===== src/rtl/pipeline_pkg.sv =====
// rtl/pipeline_pkg.sv - opcode classes, FSM states and decode helpers for the issue controller
// Contents: opcode constants, op_class_e, state_e, opClass(), srcUse(), writesRd().
package pipeline_pkg;

    localparam logic [3:0] OP_ALU_HI = 4'h7;
    localparam logic [3:0] OP_MOVI   = 4'h8;
    localparam logic [3:0] OP_LOAD   = 4'h9;
    localparam logic [3:0] OP_STORE  = 4'hA;
    localparam logic [3:0] OP_BR_LO  = 4'hB;
    localparam logic [3:0] OP_BR_HI  = 4'hD;
    localparam logic [3:0] OP_NOP    = 4'hE;
    localparam logic [3:0] OP_HALT   = 4'hF;

    typedef enum logic [2:0] {
        CLS_ALU,
        CLS_MOVI,
        CLS_LOAD,
        CLS_STORE,
        CLS_BRANCH,
        CLS_NOP,
        CLS_HALT
    } op_class_e;

    typedef enum logic [1:0] {
        ST_RUN,
        ST_DRAIN,
        ST_HALTED
    } state_e;

    function automatic op_class_e opClass(input logic [3:0] opcode);
        op_class_e cls;
        if (opcode <= OP_ALU_HI) begin
            cls = CLS_ALU;
        end else if (opcode == OP_MOVI) begin
            cls = CLS_MOVI;
        end else if (opcode == OP_LOAD) begin
            cls = CLS_LOAD;
        end else if (opcode == OP_STORE) begin
            cls = CLS_STORE;
        end else if (opcode >= OP_BR_LO && opcode <= OP_BR_HI) begin
            cls = CLS_BRANCH;
        end else if (opcode == OP_NOP) begin
            cls = CLS_NOP;
        end else begin
            cls = CLS_HALT;
        end
        return cls;
    endfunction

    // Returns {readsRs1, readsRs2}.
    function automatic logic [1:0] srcUse(input logic [3:0] opcode);
        logic [1:0] use_bits;
        case (opClass(opcode))
            CLS_ALU, CLS_STORE, CLS_BRANCH: use_bits = 2'b11;
            CLS_LOAD:                       use_bits = 2'b10;
            default:                        use_bits = 2'b00;
        endcase
        return use_bits;
    endfunction

    function automatic logic writesRd(input logic [3:0] opcode);
        op_class_e cls;
        cls = opClass(opcode);
        return (cls == CLS_ALU) || (cls == CLS_MOVI) || (cls == CLS_LOAD);
    endfunction

endpackage


===== src/rtl/inflight_scoreboard.sv =====
// rtl/inflight_scoreboard.sv - shift-register scoreboard of in-flight destination registers
// Ports: clock/reset; push_valid/push_rd load slot 1; rs1/rs2 with use_rs1/use_rs2 are the
// decode sources; raw_hazard flags a source matching slots 1..LATENCY-1; pendingMask is the
// one-hot OR over those slots; any_inflight is high while any slot 1..LATENCY is valid.
module inflight_scoreboard #(
    parameter int ADDRESSWIDTH = 4,
    parameter int REGNUM       = 16,
    parameter int LATENCY      = 3
) (
    input  logic                    clock,
    input  logic                    reset,
    input  logic                    push_valid,
    input  logic [ADDRESSWIDTH-1:0] push_rd,
    input  logic [ADDRESSWIDTH-1:0] rs1,
    input  logic [ADDRESSWIDTH-1:0] rs2,
    input  logic                    use_rs1,
    input  logic                    use_rs2,
    output logic                    raw_hazard,
    output logic [REGNUM-1:0]       pendingMask,
    output logic                    any_inflight
);

    logic [LATENCY:1]        slot_valid_q;
    logic [LATENCY:1]        slot_valid_d;
    logic [ADDRESSWIDTH-1:0] slot_rd_q [1:LATENCY];
    logic [ADDRESSWIDTH-1:0] slot_rd_d [1:LATENCY];

    always_comb begin
        slot_valid_d[1] = push_valid;
        slot_rd_d[1]    = push_valid ? push_rd : '0;
        for (int k = 2; k <= LATENCY; k++) begin
            slot_valid_d[k] = slot_valid_q[k-1];
            slot_rd_d[k]    = slot_rd_q[k-1];
        end
    end

    always_ff @(posedge clock) begin
        for (int k = 1; k <= LATENCY; k++) begin
            if (reset) begin
                slot_valid_q[k] <= 1'b0;
                slot_rd_q[k]    <= '0;
            end else begin
                slot_valid_q[k] <= slot_valid_d[k];
                slot_rd_q[k]    <= slot_rd_d[k];
            end
        end
    end

    // The last slot is writing the register file on the falling edge, so decode
    // already sees its value and it neither stalls nor counts as pending.
    always_comb begin
        raw_hazard  = 1'b0;
        pendingMask = '0;
        for (int k = 1; k < LATENCY; k++) begin
            if (slot_valid_q[k]) begin
                pendingMask = pendingMask | (REGNUM'(1) << slot_rd_q[k]);
                if ((use_rs1 && slot_rd_q[k] == rs1) || (use_rs2 && slot_rd_q[k] == rs2)) begin
                    raw_hazard = 1'b1;
                end
            end
        end
    end

    assign any_inflight = |slot_valid_q;

endmodule


===== src/rtl/decode_hazard_control.sv =====
// rtl/decode_hazard_control.sv - decode-stage issue controller: hazard stall, flush, halt drain
// Ports: clock, reset (sync, active-high); instrValid/instruction/flush from decode;
// stall holds fetch/decode; issueValid is execute's valid; pendingMask lists registers with
// outstanding writes; hazardCount counts RUN stall cycles (saturating); halted after HALT drains.
module decode_hazard_control
    import pipeline_pkg::*;
#(
    parameter int ADDRESSWIDTH     = 4,
    parameter int REGNUM           = 16,
    parameter int OPCODEWIDTH      = 4,
    parameter int INSTRUCTIONWIDTH = 16,
    parameter int LATENCY          = 3
) (
    input  logic                        clock,
    input  logic                        reset,
    input  logic                        instrValid,
    input  logic [INSTRUCTIONWIDTH-1:0] instruction,
    input  logic                        flush,
    output logic                        stall,
    output logic                        issueValid,
    output logic [REGNUM-1:0]           pendingMask,
    output logic [15:0]                 hazardCount,
    output logic                        halted
);

    logic [OPCODEWIDTH-1:0]  opcode;
    logic [ADDRESSWIDTH-1:0] rd;
    logic [ADDRESSWIDTH-1:0] rs2;
    logic [ADDRESSWIDTH-1:0] rs1;
    logic [1:0]              src_use;
    logic                    raw_hazard;
    logic                    hazard;
    logic                    any_inflight;

    state_e      state_q;
    state_e      state_d;
    logic [15:0] hazard_count_q;
    logic [15:0] hazard_count_d;

    assign opcode  = instruction[INSTRUCTIONWIDTH-1 -: OPCODEWIDTH];
    assign rd      = instruction[3*ADDRESSWIDTH-1 -: ADDRESSWIDTH];
    assign rs2     = instruction[2*ADDRESSWIDTH-1 -: ADDRESSWIDTH];
    assign rs1     = instruction[ADDRESSWIDTH-1:0];
    assign src_use = srcUse(opcode);

    inflight_scoreboard #(
        .ADDRESSWIDTH(ADDRESSWIDTH),
        .REGNUM      (REGNUM),
        .LATENCY     (LATENCY)
    ) u_scoreboard (
        .clock       (clock),
        .reset       (reset),
        .push_valid  (issueValid && writesRd(opcode)),
        .push_rd     (rd),
        .rs1         (rs1),
        .rs2         (rs2),
        .use_rs1     (src_use[1]),
        .use_rs2     (src_use[0]),
        .raw_hazard  (raw_hazard),
        .pendingMask (pendingMask),
        .any_inflight(any_inflight)
    );

    // A flushed instruction is dropped, so it can never be the cause of a stall.
    assign hazard = instrValid && !flush && raw_hazard;

    always_comb begin
        state_d        = state_q;
        hazard_count_d = hazard_count_q;
        stall          = 1'b0;
        issueValid     = 1'b0;
        halted         = 1'b0;
        case (state_q)
            ST_RUN: begin
                issueValid = instrValid && !flush && !hazard;
                stall      = hazard;
                if (stall && hazard_count_q != 16'hFFFF) begin
                    hazard_count_d = hazard_count_q + 16'd1;
                end
                if (issueValid && opcode == OP_HALT) begin
                    state_d = ST_DRAIN;
                end
            end
            ST_DRAIN: begin
                stall = 1'b1;
                if (!any_inflight) begin
                    state_d = ST_HALTED;
                end
            end
            ST_HALTED: begin
                stall  = 1'b1;
                halted = 1'b1;
            end
            default: state_d = ST_RUN;
        endcase
    end

    always_ff @(posedge clock) begin
        if (reset) begin
            state_q        <= ST_RUN;
            hazard_count_q <= '0;
        end else begin
            state_q        <= state_d;
            hazard_count_q <= hazard_count_d;
        end
    end

    assign hazardCount = hazard_count_q;

endmodule


===== config.mk =====
export PLATFORM = sky130hd
export DESIGN_NAME = decode_hazard_control
export DESIGN_NICKNAME = d
export VERILOG_FILES = /design/src/rtl/pipeline_pkg.sv /design/src/rtl/inflight_scoreboard.sv /design/src/rtl/decode_hazard_control.sv
export SDC_FILE = /design/constraint.sdc
export NUM_CORES = 1
export LEC_CHECK = 0
export CORE_MARGIN = 10
export CORE_UTILIZATION = 51
export CTS_CLUSTER_DIAMETER = 30
export CTS_CLUSTER_SIZE = 28
export DETAILED_ROUTE_END_ITERATION = 16
export PLACE_DENSITY = 0.83
export SYNTH_ARGS = -nofsm -noshare
export SYNTH_HDL_FRONTEND = slang
export SYNTH_SLANG_ARGS = --single-unit
export TNS_END_PERCENT = 5

===== constraint.sdc =====
create_clock -name clock -period 4 [get_ports clock]
set_input_delay 0.6 -clock clock [delete_from_list [all_inputs] [get_ports clock]]
set_output_delay 0.6 -clock clock [all_outputs]
set_load 0.01 [all_outputs]

==> impl_metrics.ini <==
[timing]
finalMaxSlewViolations = 0
fin_crit_ns = 3.66
fmax_mhz = 273
slew_headroom_pct = 48.0
setup_viol = 0
rsz0062_at_grt = false
final-hold-violation-count = 0
skew_ns = 0.00638
tns_ns = 0
tightest_slew_ns = 0.777
min_period_over_period_pct = 91.5
timing.hold.ws_ns = 0.502

[route]
drc_errors = 0
routed_via_density = 5.63
routed_wl_um = 4920
vias = 1831
wl_per_cell_um = 15.1
first_pass_iters = 4
drtIter0Drc = 132
ant_nets = 0

[logic_synthesis]
syn_area_mm2 = 0.00187
synth_top_cell_by_area = dfxtp_1
synth_top_area_share_pct = 31.0
synthCells = 230
syn_area_per_cell_um2 = 8.14
synthTopCellsByCount = dfxtp_1 (29), nor2_1 (17), nor2b_1 (15), o22ai_1 (15), nand2_1 (12)
async_flop_share_pct = 0
synth_seq_area_share_pct = 31.0
synth-seq-cells = 29
yosysWarnings = 0
synth_flop_cell = dfxtp_1
synth_edf_count = 0
yosysUniqueCellTypes = 43
synth_fp_nets = 255
yosysMostFrequentCell = dfxtp_1
synth.area.top_cells = dfxtp_1 (31%), nor2b_1 (5.0%), o22ai_1 (5.0%)

[critical_path]
ff2ff_path_depth = 6
crit_type = input pin to output port
r2r_slack_ns = 1.57
crit_fanout = 23
cp-start-kind = input pin
worstPathRequired_ns = 3.40
worst-endpoint-arrival_ns = 3.06
reg2reg_to = hazardCount[0]
critPathCaptureType = output port
rr_startpoint = hazardCount[0]

[place]
port_buffers = 54
hpwl_um = 3790
gp_congestion = 0.900

[power_and_ir_drop]
p_per_area_mw_per_mm2 = 235
ir_drop_mv = 0.217
p_total_mw = 0.591
swShare_pct = 22.0
power_frac_comb_pct = 10.4
p_switching_mw = 0.130
seqPwrFrac_pct = 50.0
pwr-share-clk_pct = 39.6
p_int_mw = 0.461
p_leak_nw = 0.844

[clock_network]
post-cts-setup-buffers = 0
clockBufferDepth = 2
cts_root_buffer = clkbuf_8
numCtsBuffers = 5
clk_latency_ns = 0.27
cts.clk_slew.worst_paths_ns = 0.06
tritoncts = done
htreeDepth = 2
cts_hold_buf = 0
cts.sinks = 29

[finish]
n_antenna_cell = 0
fillers = 279
drive_above_1_share_pct = 8.60
syn_to_final_growth_pct = 34.2
final_nets = 304

[floorplanning]
die_w_um = 80.6
coreArea_mm2 = 0.00344
initial_core_util_pct = 54.4
die-area_mm2 = 0.00649
placementRows = 21
die_h_um = 80.6
pin_count = 55

[outcome]
status = finished, final reports clean

[min_path]
min_to = hazardCount[13]
hp-class = flip-flop to flip-flop
whs_path_depth = 2
hp-start = hazardCount[13]

[global_route]
track_usage_pct = 15.5
grt_pass1_vias = 1807
antenna_found_initial = 0
grt_overflow = 0
grt_max_degree = 24
grt_pass1_wl_um = 8380

[job]
maxCapViolCount = 0
==> logic make-up after synthesis <==
family | count (synthesis) | synth area share, %
simple gates | 112 | 35.1
compound gates | 40 | 13.1
flops | 29 | 31.0
buf+inv | 18 | 4.14
xor+xnor | 17 | 7.95
mux | 9 | 5.35
fa+ha+maj | 5 | 3.34
==> power by group through the flow <==
stage	registers [mW]	logic [mW]	clock network (mW)
finish	0.296	0.0614	0.234
global route	0.296	0.0677	0.251
CTS	0.296	0.0614	0.236
detailed placement	0.302	0.0610	0
global placement	0.302	0.0599	0
floorplan	0.299	0.0314	0
==> worst max-delay path, stage by stage <==
cell and delay [ns]:
clkdlybuf4s50_1 0.53, and2_1 0.17, o21ai_0 0.12, and4_1 0.24, nor3_4 0.60, nor2_1 0.08, o21ba_2 0.22, clkdlybuf4s50_1 0.49
==> cells in the final DEF (no fill, tap or decap), types with 8 or more instances in the layout <==
master and count:
a21oi_1 10, clkdlybuf4s50_1 54, dfxtp_1 29, mux2_2 8, nand2_1 12, nand3_1 8
nor2_1 17, nor2b_1 15, nor3_1 10, o22ai_1 15, xnor2_1 10
==> stage by stage <==
| step | instance area, µm² | std cells | util (%) | setup slack, ns |
|---|---|---|---|---|
| floorplan | 1870 | 230 | - | 1.60 |
| global placement | 2420 | 318 | 70.3 | 0.182 |
| detailed placement | 2420 | 318 | 70.3 | 0.0928 |
| CTS | 2500 | 325 | 72.8 | 0.0805 |
| global route | 2510 | 325 | 73.0 | 0.125 |
| finish | 2510 | 325 | 73.0 | 0.342 |
==> state kept, by name, indices dropped and copies added, names as in the netlist <==
name and count:
hazardCount 16, state_q 2, u_scoreboard.slot_valid_q 3, u_scoreboard.slot_rd_q 8
==> final cells by class <==
cell class | count | area (µm²) | area share [%]
clock buffers | 7 | 86.3 | 3.44
inverters | 5 | 18.8 | 0.747
multi-input cells | 183 | 1220 | 48.6
flip-flops and latches | 29 | 581 | 23.1
repair buffers | 55 | 548 | 21.8
well taps | 46 | 57.6 | 2.29
==> per-layer routing <==
| metal | GRT usage (%) | share of wire, % | vias to the layer above |
|---|---|---|---|
| met5 | 0 | 0 | - |
| met4 | 4.23 | 1.2 | 0 |
| met3 | 6.68 | 11 | 7 |
| met2 | 24.4 | 43 | 62 |
| met1 | 18.8 | 45 | 837 |
| li1 | - | - | 925 |
==> worst max-delay path by stage <==
stage | from | endpoint | slack [ns] | cells past startpoint
floorplan | instruction[14] | stall | 1.60 | 7
global placement | instruction[14] | stall | 0.18 | 8
detailed placement | instruction[13] | stall | 0.09 | 8
CTS | instruction[13] | stall | 0.08 | 8
global route | instruction[13] | stall | 0.12 | 8
finish | instruction[13] | stall | 0.34 | 8
==> timing repair <==
item                                    4_1_cts  5_1_grt
resized for setup                             0        1
endpoints found under the hold margin         0        0
endpoints found under the setup margin        0        1
(Power assumes the default switching activity.)
